`config.mk`:
```
export PLATFORM = sky130hd
export DESIGN_NAME = pipe_stage_reg
export DESIGN_NICKNAME = d
export VERILOG_FILES = /design/src/rtl/pipe_stage_reg.sv
export SDC_FILE = /design/constraint.sdc
export NUM_CORES = 1
export LEC_CHECK = 0
export ABC_CLOCK_PERIOD_IN_PS = 2500
export CAP_MARGIN = 10
export CORE_UTILIZATION = 40
export DETAILED_ROUTE_END_ITERATION = 10
export MAX_ROUTING_LAYER = met4
export PLACE_DENSITY = 0.65
export SLEW_MARGIN = 20
export SYNTH_ARGS = -nofsm -noshare
export SYNTH_HDL_FRONTEND = slang
export SYNTH_SLANG_ARGS = --single-unit
```
`constraint.sdc`:
```
create_clock -name clk_i -period 2.5 [get_ports clk_i]
set_input_delay 0.625 -clock clk_i [delete_from_list [all_inputs] [get_ports clk_i]]
set_output_delay 0.625 -clock clk_i [all_outputs]
set_load 0.05 [all_outputs]
```
`src/rtl/pipe_stage_reg.sv`:
```
// Handshaked pipeline register between fetch and decode, with branch flush and optional NOP injection.
// Buffering depth is selected by PIPE_STAGE_SKID_EN: defined gives a 2-entry skid buffer, undefined gives 1.
module pipe_stage_reg #(
  parameter int unsigned        PC_W       = 32,
  parameter int unsigned        INST_W     = 32,
  parameter logic [INST_W-1:0]  NOP_INST   = INST_W'(32'h0340_0000),
  parameter bit                 INJECT_NOP = 1'b1
) (
  input  logic              clk_i,
  input  logic              rst_i,
  input  logic              in_valid_i,
  output logic              in_ready_o,
  input  logic [PC_W-1:0]   in_pc_i,
  input  logic [INST_W-1:0] in_inst_i,
  output logic              out_valid_o,
  input  logic              out_ready_i,
  output logic [PC_W-1:0]   out_pc_o,
  output logic [INST_W-1:0] out_inst_o,
  input  logic              flush_i,
  output logic [1:0]        level_o
);

  logic [1:0]        r_level;
  logic              r_out_valid;
  logic              r_in_ready;
  logic [PC_W-1:0]   r_pc [2];
  logic [INST_W-1:0] r_inst [2];
  logic [PC_W-1:0]   r_last_pc;

  logic [1:0]        w_level_d;
  logic [PC_W-1:0]   w_pc_d [2];
  logic [INST_W-1:0] w_inst_d [2];
  logic [PC_W-1:0]   w_last_pc_d;
  logic              w_acc;
  logic              w_cons;
  logic [1:0]        w_pop_level;

  assign w_acc       = in_valid_i & in_ready_o;
  assign w_cons      = r_out_valid & out_ready_i;
  assign w_pop_level = r_level - {1'b0, w_cons};

  // Entry 0 is the head; a pop shifts entry 1 down, then a push lands in the first free slot.
  always_comb begin
    w_level_d   = r_level;
    w_pc_d[0]   = r_pc[0];
    w_pc_d[1]   = r_pc[1];
    w_inst_d[0] = r_inst[0];
    w_inst_d[1] = r_inst[1];
    w_last_pc_d = r_last_pc;
    if (flush_i) begin
      if (INJECT_NOP) begin
        w_level_d   = 2'd1;
        w_pc_d[0]   = r_last_pc;
        w_inst_d[0] = NOP_INST;
      end else begin
        w_level_d   = 2'd0;
      end
    end else begin
      if (w_cons) begin
        w_pc_d[0]   = r_pc[1];
        w_inst_d[0] = r_inst[1];
      end
      if (w_acc) begin
        w_pc_d[w_pop_level[0]]   = in_pc_i;
        w_inst_d[w_pop_level[0]] = in_inst_i;
        w_last_pc_d              = in_pc_i;
      end
      w_level_d = w_pop_level + {1'b0, w_acc};
    end
  end

  always_ff @(posedge clk_i) begin
    if (!rst_i) begin
      r_level     <= 2'd0;
      r_out_valid <= 1'b0;
      r_in_ready  <= 1'b0;
      r_pc[0]     <= '0;
      r_pc[1]     <= '0;
      r_inst[0]   <= '0;
      r_inst[1]   <= '0;
      r_last_pc   <= '0;
    end else begin
      r_level     <= w_level_d;
      r_out_valid <= (w_level_d != 2'd0);
      r_pc[0]     <= w_pc_d[0];
      r_pc[1]     <= w_pc_d[1];
      r_inst[0]   <= w_inst_d[0];
      r_inst[1]   <= w_inst_d[1];
      r_last_pc   <= w_last_pc_d;
`ifdef PIPE_STAGE_SKID_EN
      r_in_ready  <= (w_level_d < 2'd2);
`else
      // Only acts as an out-of-reset enable in the single-entry build.
      r_in_ready  <= 1'b1;
`endif
    end
  end

`ifdef PIPE_STAGE_SKID_EN
  assign in_ready_o = r_in_ready;
`else
  assign in_ready_o = r_in_ready & (~r_out_valid | out_ready_i);
`endif

  assign out_valid_o = r_out_valid;
  assign out_pc_o    = r_pc[0];
  assign out_inst_o  = r_inst[0];
  assign level_o     = r_level;

endmodule

```
==> Word-level counts from Yosys, hierarchy flattened <==
Memory sizes are Yosys's and may differ from the RTL's.
Index checks and enable logic that the tools add are counted.
{ "word_totals": {"reg_bits": 36, "ramBits": 128, "inputBits": 69, "output_inout_bits": 68, "memories": 2} }
{ "op_classes": {"addsub": 2, "order_cmp": 2, "muxes": 21, "bitwise_logic": 11, "reduce_logical": 3} }
{ "memory_table": {"columns": ["name", "words", "word_bits", "rd", "rd_ports_with_merged_regs", "write_ports", "line_no", "source"], "rows": [
  ["r_inst", 2, 32, 2, 0, 2, "27", "logic [INST_W-1:0] r_inst [2];"],
  ["r_pc", 2, 32, 2, 0, 2, "26", "logic [PC_W-1:0] r_pc [2];"]
]} }
{ "op_table": {"columns": ["operator", "count"], "rows": [
  ["two-way mux 32 bit", 13],
  ["bitwise mux 64 bit", 2],
  ["two-way mux 64 bit", 2],
  ["demux 32 bit (select 1 bit)", 1],
  ["OR 1 bit", 5],
  ["AND 1 bit", 3],
  ["adder 2 x 1 -> 2 bit", 1],
  [">= comparator 2 bit, second input constant", 1],
  ["< comparator 2 x 1 -> 1 bit, second input constant", 1],
  ["two-way mux 1 bit", 2],
  ["two-way mux 2 bit", 1],
  ["NOT 1 bit", 2],
  ["NOT 1 -> 2 bit", 1],
  ["AND reduction 2 bit", 1],
  ["nonzero test 2 bit", 1],
  ["subtractor 2 x 1 -> 2 bit", 1],
  ["logical AND 1 bit", 1]
]} }

==> Depth between registers and ports, before layout <==
{ "logic_depth": {"word_depth": 11, "ltp_mapped": 11, "ltp_nobuf": 8} }

==> Least setup slack after synthesis <==
Ideal clock, no wire load.
{ "synth_path": {"path_type": "flip-flop to flip-flop", "startpoint": "register r_out_valid, in the netlist out_valid_o", "endpoint": "register r_out_valid, in the netlist out_valid_o", "setup_time_ns": 0.120, "t_arrival_ns": 2.495, "setup_slack_ns": -0.115, "stages_incl_launch_ff": 12, "path_buffers": 3, "period_less_slack_ns": 2.615, "cell_sequence": "dfxtp_1 > nand2_1 > buf_4 > inv_1 > buf_2 > ha_1 > inv_1 > clkbuf_1 > ha_1 > xnor2_1 > xnor2_1 > o31a_1"} }
{ "synth_between": {"elab_chain_len": 7, "elab_cells_between_ends": 9} }
{ "synth_lines": {"columns": ["item", "line_no", "source"], "rows": [
  ["start, declared", "24", "logic r_out_valid;"],
  ["start signal, assigned", "84", "r_out_valid <= (w_level_d != 2'd0);"],
  ["branches (longest 4 deep; another with subtractor 2 x 1 -> 2 bit)", null, null],
  ["adder 2 x 1 -> 2 bit (*)", "68", "w_level_d = w_pop_level + {1'b0, w_acc};"],
  ["two-way mux 2 bit (*)", "50", "if (flush_i) begin"],
  ["nonzero test 2 bit (*)", "84", null]
]} }
Mark *: on every way between the ends.
A chain may end at the register's enable or synchronous reset.

==> Worst setup path in the final report <==
{ "layout_path": {"startpoint": "input out_ready_i", "endpoint": "output in_ready_o"} }
{ "layout_between": {"elab_chain_len": 2} }
{ "layout_lines": {"columns": ["item", "line_no", "source"], "rows": [
  ["start, declared", "16", "input logic out_ready_i,"],
  ["OR 1 bit", "102", "assign in_ready_o = r_in_ready & (~r_out_valid | out_ready_i);"],
  ["AND 1 bit", "102", null],
  ["end, declared", "12", "output logic in_ready_o,"]
]} }
Every way passes these cells.

==> results.txt <==
* Number of setup buffers added after CTS: 0
- Count of buffers from port buffering: 136
* Startpoint of the lowest-slack register-to-register path: out_valid_o
* Most common cell after layout, fill and taps aside: sky130_fd_sc_hd__nand2_1
* Seq cells post-synth: roughly 160
- The slowest stage of the critical path belongs to the cell sky130_fd_sc_hd__clkdlybuf4s50_1.
- Post-CTS resize count: 0
- Post-layout instance count excluding filler cells: 1,233
* Total die area: roughly 21,000 µm²
- Largest net degree at the start of global routing: 135
- Of the cells placed in the final design, the portion with a size suffix greater than 1 is 0.0847.
- Cells after Synth: 933
- The analysis attributes to cell leakage a power of 3.49 nW.
- Distinct cell type count after synthesis: 34
* Level count of the clock H-tree: 4
- Syn_area_per_cell: 8.79 µm²
* Final total negative setup slack: 0 ps
- Worst Slack Setup Final: between 100 and 150 ps
- First DRT Iteration DRCs: 576
- The number of antenna diodes in the final layout is 0.
- Worst setup path category: primary input to output port
* Initial antenna violation count: 0
- Final Power: 6.40 mW
- In the finished design, the share of the clock period the worst path needs comes to 0.945.
* Final hold violations: 0
- Element type at the critical path end: output port
- The share of the Yosys chip area taken by registers is 0.401.
- For the worst-skew pair, the clock arrives at the later sink with an insertion delay of 430 ps.
- DIE HEIGHT: 145 µm
* Class of the tightest hold or removal check: primary input to flip-flop
- The Yosys step of the flow raised 0 warnings.
- Slew headroom: 0.596
- First-pass GRT wire length: 36.2 mm
- Final nets: 1,026
- Placeable core region: roughly 20,000 µm²
* Antenna Violating Nets Remaining: 0
- Worst setup path endpoint: in_ready_o
* Worst Hold Margin: 338 ps
- Vias in the first global route: 6,630
- The critical path crosses 4 cells after its start point.
- Data required time at the worst endpoint: 1880 ps
- In this run the worst setup path begins at out_ready_i.
- The worst setup path is launched from a primary input.
- Global placement routability congestion: around 0.75
- Maximum root-to-sink buffer count: 2
- Buffers & Inverters on Critical Path: 2
- Initial standard-cell utilization of the core: 0.414
- The library cells used most frequently in the layout, excluding fill and tap cells, are sky130_fd_sc_hd__nand2_1, sky130_fd_sc_hd__dfxtp_1, sky130_fd_sc_hd__clkdlybuf4s50_1.
* MaxCap Viol Count: 0
- Row Count: 51
- Boundary Pins: 137
- Subtracting the final worst setup slack from the clock period gives 2360 ps.
- Maximum resistive drop on vdd: 521 µV
* Total instance count after detailed placement: about 1,200
- Post-synthesis instance area: 8200 µm²
* Residual DRC count: 0
- The clock drives 164 sinks.
- Counting every net in the synthesized netlist gives 1,004.
- Worst Tran Pin Value: slightly above 600 ps
* Unrepaired setup endpoints after global routing: false
* Status: completed
- Category of cells accounting for the largest share of critical-path delay: buffers and inverters
* Total number of vias: 6,987
* Per-cell routed wire length: 17.9 µm
* Area growth from synthesis to final layout: 20.4%
- On the final layout, the worst clock skew is 10.1 ps.
- Total congestion overflow after global routing: 0
- Hold-fix buffers, CTS: 0
- Clock transition at path regs: about 60 ps
* Signal arrival time at the worst endpoint: 1740 ps
* R2R depth: 6
- For this run, the detailed router's first-pass iteration total came to 5.
- PD cells: 648 nW/µm²
* Num CTS Buffers: 17
* Global routing usage summed across all routing layers: 0.217
- Cell chosen for the clock root: sky130_fd_sc_hd__clkbuf_16
- The number of pins with negative max-slew slack in the final report was 0.
* Total setup violations reported at the end of the flow: 0
- Based on the critical path, the design can be clocked at up to 0.423 GHz.
- Traced cell by cell, the critical path runs through clkdlybuf4s50_1 -> nand2b_2 -> and2_1 -> buf_12.
- Critical path peak fanout: 3
- Once detailed placement completed, the half-perimeter wirelength came to 13.0 mm.
- Minimum setup slack after placement: -167 ps
- After detailed routing, the number of vias per cell comes to about 5.7.
- The setup check on the worst reg-to-reg path leaves a slack of 620 ps.
* Slowest cell delay on critical path: approximately 540 ps
- Clock tree from TritonCTS: built
- Detailed Route WL: approximately 22 mm
- Chip width: 145 µm
-- worst min path at each step --
stage               startpoint          to  slack [ps]  cells after the start
finish                   rst_i  r_in_ready         340                      1
global route             rst_i  r_in_ready         320                      1
CTS                      rst_i  r_in_ready         320                      1
detailed placement   flip-flop   flip-flop         450                      2
global placement     flip-flop   flip-flop         440                      2
floorplan            flip-flop   flip-flop         430                      2
-- cells in the mapped netlist --
cell                       instances  area share
sky130_fd_sc_hd__buf_1             3      0.0014
sky130_fd_sc_hd__nand4_1          67       0.051
sky130_fd_sc_hd__mux2_2            3      0.0041
sky130_fd_sc_hd__nor2b_1           2      0.0015
sky130_fd_sc_hd__nor4_1           29       0.022
sky130_fd_sc_hd__o311ai_1          1      0.0011
sky130_fd_sc_hd__nor3_4            1      0.0020
sky130_fd_sc_hd__nor4_4            1      0.0026
sky130_fd_sc_hd__o31ai_1          32       0.029
sky130_fd_sc_hd__a21oi_1          32       0.020
sky130_fd_sc_hd__buf_2            25       0.015
sky130_fd_sc_hd__clkbuf_1         64       0.029
sky130_fd_sc_hd__clkbuf_4          1     0.00092
sky130_fd_sc_hd__o31a_1            1      0.0011
sky130_fd_sc_hd__dfxtp_1         164        0.40
sky130_fd_sc_hd__and3b_1          32       0.034
sky130_fd_sc_hd__and2_1            2      0.0015
sky130_fd_sc_hd__clkinv_1          1     0.00046
sky130_fd_sc_hd__inv_1             4      0.0018
sky130_fd_sc_hd__nand2_2           1     0.00076
sky130_fd_sc_hd__buf_4            67       0.061
sky130_fd_sc_hd__buf_12            6       0.015
sky130_fd_sc_hd__o311a_1           3      0.0037
sky130_fd_sc_hd__buf_6             2      0.0027
sky130_fd_sc_hd__clkbuf_2          1     0.00061
sky130_fd_sc_hd__nand2_1         188       0.086
sky130_fd_sc_hd__ha_1              2      0.0031
sky130_fd_sc_hd__o311ai_0         31       0.033
sky130_fd_sc_hd__mux2i_1          96        0.12
sky130_fd_sc_hd__a311oi_1         29       0.031
sky130_fd_sc_hd__nor2_1            6      0.0027
sky130_fd_sc_hd__nand3_1          33       0.020
sky130_fd_sc_hd__xnor2_1           2      0.0021
sky130_fd_sc_hd__nand2b_1          1     0.00076
-- through the flow --
step | util | area (µm²)
2_1_floorplan | - | 8200
3_3_place_gp | 0.470 | 9310
3_5_place_dp | 0.470 | 9310
4_1_cts | 0.499 | 9870
5_1_grt | 0.499 | 9870
6_report | 0.499 | 9870
-- logic make-up after synthesis --
logic type,share of synthesized area
muxes,0.121
DFF,0.401
adders and majority gates,0.00305
xor gates and xnor gates,0.00214
AOI/OAI and AO/OA,0.119
buffers and inverters,0.129
and+or+nand+nor,0.226
-- routing by layer --
| layer | wire [µm] | GRT usage | up-vias | part of all wire |
|---|---|---|---|---|
| met1 | 10300 | 0.289 | 3356 | 0.47 |
| li1 | - | - | 3370 | - |
| met5 | 0 | - | - | 0 |
| met2 | 10100 | 0.331 | 243 | 0.46 |
| met4 | 260 | 0.0621 | 0 | 0.012 |
| met3 | 1290 | 0.0453 | 18 | 0.059 |
-- report_power, final --
group          leakage, nW  switching (mW)  internal, mW
clock network        0.271            1.14          1.38
logic                 1.89           0.714         0.407
registers             1.33          0.0506          2.70
total                 3.49            1.91          4.49
-- cell type report --
type | instances | area [µm²]
fill | 1872 | 9920
multi-input combinational | 595 | 3880
sequential | 164 | 3280
timing repair buffer | 172 | 1790
clock buffer | 18 | 429
tap | 265 | 332
clock inverter | 14 | 130
inverter | 5 | 18.8
Note: power is estimated with default switching activity, not from simulation.
